[src/rtl/axil_multi_ch_slave_pkg.sv]
// rtl/axil_multi_ch_slave_pkg.sv - response codes and FSM state types for the multi-channel AXI-Lite slave
package axil_ising_pkg;

    localparam logic [1:0] RESP_OKAY   = 2'b00;
    localparam logic [1:0] RESP_SLVERR = 2'b10;
    localparam logic [1:0] RESP_DECERR = 2'b11;

    typedef enum logic [1:0] {
        WR_COLLECT,
        WR_ISSUE,
        WR_RESP
    } wr_state_t;

    typedef enum logic [1:0] {
        RD_IDLE,
        RD_ISSUE,
        RD_WAIT,
        RD_RESP
    } rd_state_t;

endpackage

[src/rtl/axil_multi_ch_slave_if.sv]
// rtl/axil_multi_ch_slave_if.sv - AXI4-Lite bus bundle with master/slave views
interface axil_multi_ch_slave_if #(
    parameter int ADDR_W = 32,
    parameter int DATA_W = 32
);
    logic                awvalid;
    logic                awready;
    logic [ADDR_W-1:0]   awaddr;
    logic                wvalid;
    logic                wready;
    logic [DATA_W-1:0]   wdata;
    logic [DATA_W/8-1:0] wstrb;
    logic                bvalid;
    logic                bready;
    logic [1:0]          bresp;
    logic                arvalid;
    logic                arready;
    logic [ADDR_W-1:0]   araddr;
    logic                rvalid;
    logic                rready;
    logic [DATA_W-1:0]   rdata;
    logic [1:0]          rresp;

    modport slave (
        input  awvalid, awaddr, wvalid, wdata, wstrb, bready, arvalid, araddr, rready,
        output awready, wready, bvalid, bresp, arready, rvalid, rdata, rresp
    );

    modport master (
        output awvalid, awaddr, wvalid, wdata, wstrb, bready, arvalid, araddr, rready,
        input  awready, wready, bvalid, bresp, arready, rvalid, rdata, rresp
    );
endinterface

[src/rtl/axil_multi_ch_slave_ch_decode.sv]
// rtl/axil_multi_ch_slave_ch_decode.sv - address to channel select / range / one-hot decoder
module axil_ch_decode #(
    parameter int NUM_CH  = 4,
    parameter int CH_BITS = 2,
    parameter int CH_LSB  = 12,
    parameter int ADDR_W  = 32
) (
    input  logic [ADDR_W-1:0]  addr,
    output logic [CH_BITS-1:0] sel,
    output logic               in_range,
    output logic [NUM_CH-1:0]  onehot
);
    // Only the channel field matters here; the rest of the address is consumed elsewhere.
    logic unused_bits;
    assign unused_bits = ^{addr[ADDR_W-1:CH_LSB+CH_BITS], addr[CH_LSB-1:0]};

    assign sel      = addr[CH_LSB +: CH_BITS];
    assign in_range = int'(sel) < NUM_CH;

    always_comb begin
        onehot = '0;
        for (int i = 0; i < NUM_CH; i++) begin
            onehot[i] = (int'(sel) == i);
        end
    end
endmodule

[src/rtl/axil_multi_ch_slave.sv]
// rtl/axil_multi_ch_slave.sv - AXI4-Lite slave fanning out to NUM_CH register channels
module axil_multi_ch_slave
    import axil_ising_pkg::*;
#(
    parameter int NUM_CH  = 4,
    parameter int CH_BITS = 2,
    parameter int CH_LSB  = 12,
    parameter int ADDR_W  = 32,
    parameter int DATA_W  = 32,
    parameter int TIMEOUT = 256
) (
    input  logic                     clk,
    input  logic                     rst,
    axil_multi_ch_slave_if.slave     s,
    output logic [NUM_CH-1:0]        ch_wr_en,
    output logic [CH_LSB-1:0]        ch_wr_addr,
    output logic [DATA_W-1:0]        ch_wr_data,
    output logic [DATA_W/8-1:0]      ch_wr_strb,
    output logic [NUM_CH-1:0]        ch_rd_en,
    output logic [CH_LSB-1:0]        ch_rd_addr,
    input  logic [NUM_CH-1:0]        ch_rd_valid,
    input  logic [NUM_CH*DATA_W-1:0] ch_rd_data
);
    localparam int STRB_W = DATA_W / 8;
    localparam int CNT_W  = $clog2(TIMEOUT + 1);
    localparam logic [CNT_W-1:0] CNT_LAST = CNT_W'(TIMEOUT - 1);

    wr_state_t             wr_state, wr_next;
    logic                  aw_held, w_held;
    logic [ADDR_W-1:0]     aw_addr;
    logic [DATA_W-1:0]     w_data;
    logic [STRB_W-1:0]     w_strb;
    logic                  aw_hs, w_hs;
    logic [CH_BITS-1:0]    unused_wr_sel;
    logic                  wr_in_range;
    logic [NUM_CH-1:0]     wr_onehot;

    rd_state_t             rd_state, rd_next;
    logic [ADDR_W-1:0]     ar_addr;
    logic [CNT_W-1:0]      rd_cnt;
    logic [DATA_W-1:0]     rdata_q;
    logic [1:0]            rresp_q;
    logic [CH_BITS-1:0]    unused_rd_sel;
    logic                  rd_in_range;
    logic [NUM_CH-1:0]     rd_onehot;
    logic                  rd_valid_sel;
    logic [DATA_W-1:0]     rd_data_sel;

    axil_ch_decode #(.NUM_CH(NUM_CH), .CH_BITS(CH_BITS), .CH_LSB(CH_LSB), .ADDR_W(ADDR_W)) u_wr_dec (
        .addr(aw_addr), .sel(unused_wr_sel), .in_range(wr_in_range), .onehot(wr_onehot)
    );

    axil_ch_decode #(.NUM_CH(NUM_CH), .CH_BITS(CH_BITS), .CH_LSB(CH_LSB), .ADDR_W(ADDR_W)) u_rd_dec (
        .addr(ar_addr), .sel(unused_rd_sel), .in_range(rd_in_range), .onehot(rd_onehot)
    );

    assign s.awready  = (wr_state == WR_COLLECT) && !aw_held;
    assign s.wready   = (wr_state == WR_COLLECT) && !w_held;
    assign aw_hs      = s.awvalid && s.awready;
    assign w_hs       = s.wvalid && s.wready;
    assign s.bvalid   = (wr_state == WR_RESP);
    assign s.bresp    = (wr_state == WR_RESP && !wr_in_range) ? RESP_DECERR : RESP_OKAY;
    assign ch_wr_addr = aw_addr[CH_LSB-1:0];
    assign ch_wr_data = w_data;
    assign ch_wr_strb = w_strb;

    always_ff @(posedge clk) begin
        if (rst) begin
            wr_state <= WR_COLLECT;
            aw_held  <= 1'b0;
            w_held   <= 1'b0;
            aw_addr  <= '0;
            w_data   <= '0;
            w_strb   <= '0;
        end else begin
            wr_state <= wr_next;
            if (aw_hs) begin
                aw_held <= 1'b1;
                aw_addr <= s.awaddr;
            end
            if (w_hs) begin
                w_held <= 1'b1;
                w_data <= s.wdata;
                w_strb <= s.wstrb;
            end
            if (wr_state == WR_RESP && s.bready) begin
                aw_held <= 1'b0;
                w_held  <= 1'b0;
            end
        end
    end

    always_comb begin
        wr_next  = wr_state;
        ch_wr_en = '0;
        unique case (wr_state)
            WR_COLLECT: if ((aw_held || aw_hs) && (w_held || w_hs)) wr_next = WR_ISSUE;
            WR_ISSUE: begin
                ch_wr_en = wr_onehot;
                wr_next  = WR_RESP;
            end
            WR_RESP:    if (s.bready) wr_next = WR_COLLECT;
            default:    wr_next = WR_COLLECT;
        endcase
    end

    // Only the addressed channel may answer; anything else on ch_rd_valid is noise.
    always_comb begin
        rd_data_sel = '0;
        for (int i = 0; i < NUM_CH; i++) begin
            rd_data_sel = rd_data_sel | (ch_rd_data[i*DATA_W +: DATA_W] & {DATA_W{rd_onehot[i]}});
        end
    end
    assign rd_valid_sel = |(ch_rd_valid & rd_onehot);

    assign s.arready  = (rd_state == RD_IDLE);
    assign s.rvalid   = (rd_state == RD_RESP);
    assign s.rdata    = rdata_q;
    assign s.rresp    = rresp_q;
    assign ch_rd_addr = ar_addr[CH_LSB-1:0];

    always_ff @(posedge clk) begin
        if (rst) begin
            rd_state <= RD_IDLE;
            ar_addr  <= '0;
            rd_cnt   <= '0;
            rdata_q  <= '0;
            rresp_q  <= RESP_OKAY;
        end else begin
            rd_state <= rd_next;
            unique case (rd_state)
                RD_IDLE:  if (s.arvalid) ar_addr <= s.araddr;
                RD_ISSUE: begin
                    rd_cnt <= '0;
                    if (!rd_in_range) begin
                        rdata_q <= '0;
                        rresp_q <= RESP_DECERR;
                    end
                end
                RD_WAIT: begin
                    // Data arriving on the final counted cycle still wins over the timeout.
                    if (rd_valid_sel) begin
                        rdata_q <= rd_data_sel;
                        rresp_q <= RESP_OKAY;
                    end else if (rd_cnt == CNT_LAST) begin
                        rdata_q <= '0;
                        rresp_q <= RESP_SLVERR;
                    end else begin
                        rd_cnt <= rd_cnt + CNT_W'(1);
                    end
                end
                default: ;
            endcase
        end
    end

    always_comb begin
        rd_next  = rd_state;
        ch_rd_en = '0;
        unique case (rd_state)
            RD_IDLE:  if (s.arvalid) rd_next = RD_ISSUE;
            RD_ISSUE: begin
                if (rd_in_range) begin
                    ch_rd_en = rd_onehot;
                    rd_next  = RD_WAIT;
                end else begin
                    rd_next  = RD_RESP;
                end
            end
            RD_WAIT:  if (rd_valid_sel || rd_cnt == CNT_LAST) rd_next = RD_RESP;
            RD_RESP:  if (s.rready) rd_next = RD_IDLE;
            default:  rd_next = RD_IDLE;
        endcase
    end
endmodule

[src/flat_wrapper.sv]
// flat-port wrapper written by rule: the top's interface ports become plain ports
module axil_multi_ch_slave_flat import axil_ising_pkg::*;
#(
    parameter int NUM_CH  = 4,
    parameter int CH_BITS = 2,
    parameter int CH_LSB  = 12,
    parameter int ADDR_W  = 32,
    parameter int DATA_W  = 32,
    parameter int TIMEOUT = 256
)
  (clk, rst, ch_wr_en, ch_wr_addr, ch_wr_data, ch_wr_strb, ch_rd_en, ch_rd_addr, ch_rd_valid, ch_rd_data, s_awvalid, s_awaddr, s_wvalid, s_wdata, s_wstrb, s_bready, s_arvalid, s_araddr, s_rready, s_awready, s_wready, s_bvalid, s_bresp, s_arready, s_rvalid, s_rdata, s_rresp);
  axil_multi_ch_slave_if #(.ADDR_W(ADDR_W), .DATA_W(DATA_W)) s_i ();
  input  logic clk;
  input  logic rst;
  output logic [NUM_CH-1:0] ch_wr_en;
  output logic [CH_LSB-1:0] ch_wr_addr;
  output logic [DATA_W-1:0] ch_wr_data;
  output logic [DATA_W/8-1:0] ch_wr_strb;
  output logic [NUM_CH-1:0] ch_rd_en;
  output logic [CH_LSB-1:0] ch_rd_addr;
  input  logic [NUM_CH-1:0] ch_rd_valid;
  input  logic [NUM_CH*DATA_W-1:0] ch_rd_data;
  input wire logic [$bits(s_i.awvalid)-1:0] s_awvalid;
  input wire logic [$bits(s_i.awaddr)-1:0] s_awaddr;
  input wire logic [$bits(s_i.wvalid)-1:0] s_wvalid;
  input wire logic [$bits(s_i.wdata)-1:0] s_wdata;
  input wire logic [$bits(s_i.wstrb)-1:0] s_wstrb;
  input wire logic [$bits(s_i.bready)-1:0] s_bready;
  input wire logic [$bits(s_i.arvalid)-1:0] s_arvalid;
  input wire logic [$bits(s_i.araddr)-1:0] s_araddr;
  input wire logic [$bits(s_i.rready)-1:0] s_rready;
  output wire logic [$bits(s_i.awready)-1:0] s_awready;
  output wire logic [$bits(s_i.wready)-1:0] s_wready;
  output wire logic [$bits(s_i.bvalid)-1:0] s_bvalid;
  output wire logic [$bits(s_i.bresp)-1:0] s_bresp;
  output wire logic [$bits(s_i.arready)-1:0] s_arready;
  output wire logic [$bits(s_i.rvalid)-1:0] s_rvalid;
  output wire logic [$bits(s_i.rdata)-1:0] s_rdata;
  output wire logic [$bits(s_i.rresp)-1:0] s_rresp;
  assign s_i.awvalid = s_awvalid;
  assign s_i.awaddr = s_awaddr;
  assign s_i.wvalid = s_wvalid;
  assign s_i.wdata = s_wdata;
  assign s_i.wstrb = s_wstrb;
  assign s_i.bready = s_bready;
  assign s_i.arvalid = s_arvalid;
  assign s_i.araddr = s_araddr;
  assign s_i.rready = s_rready;
  assign s_awready = s_i.awready;
  assign s_wready = s_i.wready;
  assign s_bvalid = s_i.bvalid;
  assign s_bresp = s_i.bresp;
  assign s_arready = s_i.arready;
  assign s_rvalid = s_i.rvalid;
  assign s_rdata = s_i.rdata;
  assign s_rresp = s_i.rresp;
  axil_multi_ch_slave #(.NUM_CH(NUM_CH), .CH_BITS(CH_BITS), .CH_LSB(CH_LSB), .ADDR_W(ADDR_W), .DATA_W(DATA_W), .TIMEOUT(TIMEOUT)) u_core (.clk(clk), .rst(rst), .s(s_i), .ch_wr_en(ch_wr_en), .ch_wr_addr(ch_wr_addr), .ch_wr_data(ch_wr_data), .ch_wr_strb(ch_wr_strb), .ch_rd_en(ch_rd_en), .ch_rd_addr(ch_rd_addr), .ch_rd_valid(ch_rd_valid), .ch_rd_data(ch_rd_data));
endmodule
[config.mk]
export PLATFORM = sky130hd
export DESIGN_NAME = axil_multi_ch_slave_flat
export DESIGN_NICKNAME = d
export VERILOG_FILES = /design/src/rtl/axil_multi_ch_slave_pkg.sv /design/src/rtl/axil_multi_ch_slave_if.sv /design/src/rtl/axil_multi_ch_slave_ch_decode.sv /design/src/rtl/axil_multi_ch_slave.sv /design/src/flat_wrapper.sv
export SDC_FILE = /design/constraint.sdc
export NUM_CORES = 1
export LEC_CHECK = 0
export BUFFER_PORTS_ARGS = -buffer_cell sky130_fd_sc_hd__buf_2
export CAP_MARGIN = 20
export CORE_AREA = 2 2 134 136
export CTS_CLUSTER_DIAMETER = 150
export CTS_CLUSTER_SIZE = 14
export DETAILED_ROUTE_END_ITERATION = 16
export DIE_AREA = 0 0 136 138
export PLACE_DENSITY = 0.57
export SYNTH_ARGS = -nofsm -noshare
export SYNTH_HDL_FRONTEND = slang
export SYNTH_SLANG_ARGS = --single-unit
[constraint.sdc]
create_clock -name clk -period 2.7 [get_ports clk]
set_input_delay 0.135 -clock clk [delete_from_list [all_inputs] [get_ports clk]]
set_output_delay 0.135 -clock clk [all_outputs]
set_load 0.005 [all_outputs]
### Word level (Yosys, flattened, before mapping)

Index checks and enable logic that the tools add are counted.

| storage, ports and cells | value |
|---|---|
| register bits after elaboration | 113 |
| logic and storage cells | 79 |

| operators by class | value |
|---|---|
| $add $sub $neg | 1 |
| equality and inequality tests | 19 |
| multiplexer cells | 16 |
| bitwise operators | 8 |
| reduce and logical (&&, ||, !) cells | 24 |

Operators by type and width:

| kind | number |
|---|---|
| 32-bit AND | 4 |
| 32-bit bitwise OR | 3 |
| 32-bit 2-to-1 mux | 2 |
| 9-bit 2-to-1 mux | 2 |
| 9-bit one-hot mux with 2 select lines | 1 |
| 2-bit == test (second input constant) | 7 |
| 2-bit 2-to-1 mux | 7 |
| 2-bit inequality test (second input constant) | 6 |
| 9-bit by 1-bit adder with 9-bit output (second input constant) | 1 |
| 9-bit by 8-bit == test with 1-bit output (second input constant) | 1 |
| 2-bit by 1-bit == test with 1-bit output (second input constant) | 4 |
| 2-bit zero test | 4 |
| 4-bit 2-to-1 mux | 2 |
| 2-bit one-hot mux with 4 select lines | 1 |
| 1-bit logical AND | 6 |
| 2-bit one-hot mux with 3 select lines | 1 |
| 2-bit AND reduction | 3 |
| 3-bit AND reduction | 2 |
| 4-bit AND | 1 |
| 2-bit nonzero test | 2 |
| 4-bit OR reduction | 1 |
| 1-bit logical OR | 3 |
| 1-bit zero test | 2 |
| 2-bit by 1-bit inequality test with 1-bit output (second input constant) | 1 |
| 2-bit OR reduction | 1 |

### Depth between registers and ports, before layout

| logic depth | value |
|---|---|
| word-level depth | 7 |
| depth in mapped cells | 9 |
| gate-level depth less buffers | 8 |

### By module

Synthesis repeated with hierarchy kept, for this count alone.

| second synthesis, totals | value |
|---|---|
| cell total of the unflattened synthesis | 744 |
| area total of the unflattened synthesis | 6,336.1 um^2 |

By module, submodules not included:

| module | instances | cells each | area an instance (um^2) |
|---|---|---|---|
| axil_multi_ch_slave | 1 | 728 | 6,231.0 |
| axil_ch_decode | 2 | 8 | 52.6 |

### Worst setup path after synthesis

OpenSTA, ideal clock, no wires.

| timing | value |
|---|---|
| kind | register to register |
| start point | register u_core.rd_cnt[0] |
| end point | register u_core.rdata_q[0] (netlist: u_core.s.rdata[0]) |
| setup time | 117 ps |
| arrival time | 1,987 ps |
| required time | 2,583 ps |
| path slack | 596 ps |
| stages on the path, launching flop included | 10 |
| cells stage by stage | dfxtp_1 > ha_1 > nand3_1 > nor3_1 > ha_1 > nor2b_1 > a221oi_2 > nor2_1 > buf_2 > a22o_1 |

| on the way | value |
|---|---|
| longest elaborated chain between the ends | 3 |

Ends and longest elaborated chain:

| what | line | RTL |
|---|---|---|
| from (decl) | axil_multi_ch_slave.sv:40 | `logic [CNT_W-1:0] rd_cnt;` |
| from (signal assigned) | axil_multi_ch_slave.sv:149 | `rd_cnt <= rd_cnt + CNT_W'(1);` |
| 9-bit by 8-bit == test with 1-bit output | axil_multi_ch_slave.sv:145 | `end else if (rd_cnt == CNT_LAST) begin` |
| 2-bit nonzero test (no source line) | -- |  |
| 2-bit AND reduction (no source line) | -- |  |
| to (signal assigned) | axil_multi_ch_slave.sv:143 | `rdata_q <= rd_data_sel;` |
| to (decl) | axil_multi_ch_slave.sv:41 | `logic [DATA_W-1:0] rdata_q;` |

Every way passes these cells.
A chain may end at the register's enable or synchronous reset.

### Worst setup path in the final report

| timing | value |
|---|---|
| start point | register u_core.rd_cnt[0] |
| end point | register u_core.rdata_q[6] (netlist: u_core.s.rdata[6]) |

The elaborated chain is that of the path after synthesis.

==> impl_metrics.tcl <==
set metrics [dict create \
    finalCriticalPeriod_ps 2370 \
    gr-total-overflow 0 \
    report.final.hold_viol_count 0 \
    drive_gt1_share_pct 44.4 \
    critPathRequiredTime_ps 2940 \
    synth-edff-count 0 \
    cp_slowest_cell "a221oi_2" \
    setup_tns_ps 0 \
    maxCapViolations 0 \
    dr_total_vias 4957 \
    synth-seq-cells 112 \
    slew_headroom_pct 61.1 \
    die_y_microns 138 \
    period_share_pct 87.8 \
    worstPathArrival_ps 2610 \
    area_growth_pct 38.0 \
    start_util_pct 29.2 \
    synthFlopType "dfxtp_1" \
    syn_inst 547 \
    wl_met2_microns 8290 \
    clk_pin_slew_ps 80 \
    ios 348 \
    htree_num_levels 3 \
    drcViolationCount 0 \
    clock_skew_ps 7.67 \
    setup_viol 0 \
    p_leak_nw 3.27 \
    cts_tree "done" \
    core_sq_um 17500 \
    vias_per_cell 4.69 \
    clockBufferDepth 2 \
    worstSkewPairLatency_ps 350 \
    clock-sinks 112 \
    grt_pass1_wl_microns 25100 \
    path_buf_inv 1 \
    synth.avg_cell_area_sq_um 9.36 \
    async_reset_ff_share_pct 0 \
    drt-pass1-iter-count 4 \
    power.density_nw_per_um2 661 \
    grt_pass1_vias 4805 \
    wl_met1_microns 6410 \
    fmax_mhz 422 \
    cts_buffers 9 \
    grt_max_degree 45 \
    fp.dieW_microns 136 \
    antenna_found_initial 1 \
    fillers 1815 \
    wire_per_inst_microns 15.6 \
    worstPathCellList "ha_1 > nand3_1 > nor3_1 > ha_1 > nor2b_1 > a221oi_2 > nor2_2 > buf_4 > a22o_1" \
    ant_nets 0 \
    rows 49 \
    cts_root_buf "clkbuf_16" \
    synthDistinctLibCells 40 \
    path_common_cell "ha_1" \
    slew_violations 0 \
    cp-end-kind "flop" \
    initialDrtViolationCount 158 \
    routed_wirelength_microns 16500 \
    peakVddDrop_mv 0.344 \
    tightest_slew_ps 582 \
    dp_hpwl_microns 12600 \
    rsz0062_at_grt "false" \
    post_cts_buffers 0 \
    crit_fanout 32 \
    gp_congestion 0.785 \
    outcome "complete, no violations" \
    r2r_slack_ps 330 \
    startpoint_type "flop" \
    max_stage_delay_ps 380 \
    dieArea_sq_um 18800 \
    synth_area_sq_um 5120 \
    critical_path_class "reg -> reg" \
    wl_met3_microns 1500 \
    numPortBuffers 308 \
    nNetsFinal 1069 \
    track_usage_pct 16.9 \
    cp_top_family "compound AO/OA/AOI/OAI gates" \
    yosys_warnings 0 \
    top_layer "met4" \
    power_mw 4.67 \
    synth-seq-area-share_pct 43.8 \
    hold_class "in -> reg" \
]
[final cells by class]
class	instances	area [sq um]	area share [%]
sequential	112	2240	31.8
clock inverter	5	41.3	0.585
multi-input combinational	359	2470	34.9
clock buffer	11	243	3.44
antenna	1	2.50	0.0354
timing repair buffer	328	1730	24.5
tap	229	287	4.06
inverter	13	48.8	0.691
[synthesized netlist by cell type (all sizes together), types with 7 or more instances]
cell      n  area share, %
nand2   141             10
buf      50            6.1
inv      13           0.95
nor2      9           0.66
a22o     33            5.6
mux4     32             14
clkbuf   15            1.1
dfxtp   112             44
o21ai    10           0.98
ha        7            1.7
a21oi    72            7.0
[path summary, 6_finish.rpt]
kind / end / cells past startpoint / from
worst min register to register: u_core.ch_wr_data[23]$_SDFFE_PP0P_ / 2 / u_core.ch_wr_data[23]$_SDFFE_PP0P_
worst max-delay path: u_core.s.rdata[6]$_SDFFE_PP0P_ / 9 / u_core.rd_cnt[0]$_SDFFE_PP0P_
worst max register to register: u_core.s.rdata[6]$_SDFFE_PP0P_ / 9 / u_core.rd_cnt[0]$_SDFFE_PP0P_
worst min-delay path: u_core.ch_wr_data[13]$_SDFFE_PP0P_ / 3 / s_wdata[13]
[sequential cells by signal, summed over array words and instances (netlist names), 2 cells and up]
name / cells
u_core.ch_wr_data: 32
u_core.rd_state: 2
u_core.ar_addr: 14
u_core.wr_state: 2
u_core.rd_cnt: 9
u_core.s.rdata: 32
u_core.aw_addr: 14
u_core.ch_wr_strb: 4
[where the power goes]
group / switching [mW] / internal [mW]
registers: 0.104 / 1.84
clock network: 0.629 / 0.661
logic: 0.765 / 0.672
total: 1.50 / 3.17
[kinds of logic after synthesis]
| family | Yosys count | share of synthesized area [%] |
|---|---|---|
| muxes | 35 | 14.7 |
| buffers and inverters | 78 | 8.19 |
| other | 1 | 0.0733 |
| and+or+nand+nor | 181 | 14.8 |
| DFF | 112 | 43.8 |
| adders and majority gates | 7 | 1.71 |
| AOI/OAI and AO/OA | 133 | 16.8 |
[tightest hold or removal path: cells and delay by family]
family	cells	cell delay, ps
simple gates	1	40
buf+inv	1	90
compound gates	1	50
[repair_timing]
| item | in CTS | in global routing |
|---|---|---|
| hold buffers | 10 | 0 |
| resized for setup | 0 | 0 |
| endpoints found under the hold margin | 10 | 0 |
[per-stage QoR]
| step | setup slack, ps | utilization [%] | hold WS, ps | instances | area, sq um |
|---|---|---|---|---|---|
| floorplan | 596 | - | 271 | 549 | 5120 |
| global placement | 356 | 38.1 | 375 | 1031 | 6670 |
| detailed placement | 346 | 38.1 | 381 | 1031 | 6670 |
| CTS | 318 | 40.3 | 0.861 | 1057 | 7060 |
| global route | 107 | 40.3 | 3.44 | 1058 | 7060 |
| finish | 330 | 40.3 | 14.1 | 1058 | 7060 |
[cell usage in the layout (no fill, tap or decap), types with 5 or more instances in the layout]
cell type / instances
inv_1: 13
nor3_1: 5
mux4_2: 32
dlygate4sd3_1: 10
dfxtp_1: 111
buf_4: 9
ha_1: 7
nor2_1: 8
a22o_1: 33
nor2b_1: 5
o21ai_0: 9
buf_2: 308
nand2_1: 141
a21oi_1: 72
clkbuf_16: 9
[metal layers]
layer,vias up,track usage (%)
met4,0,5.26
met1,2289,19.5
met5,-,0
li1,2451,-
met3,14,4.58
met2,203,30.3
(Power assumes the default switching activity.)
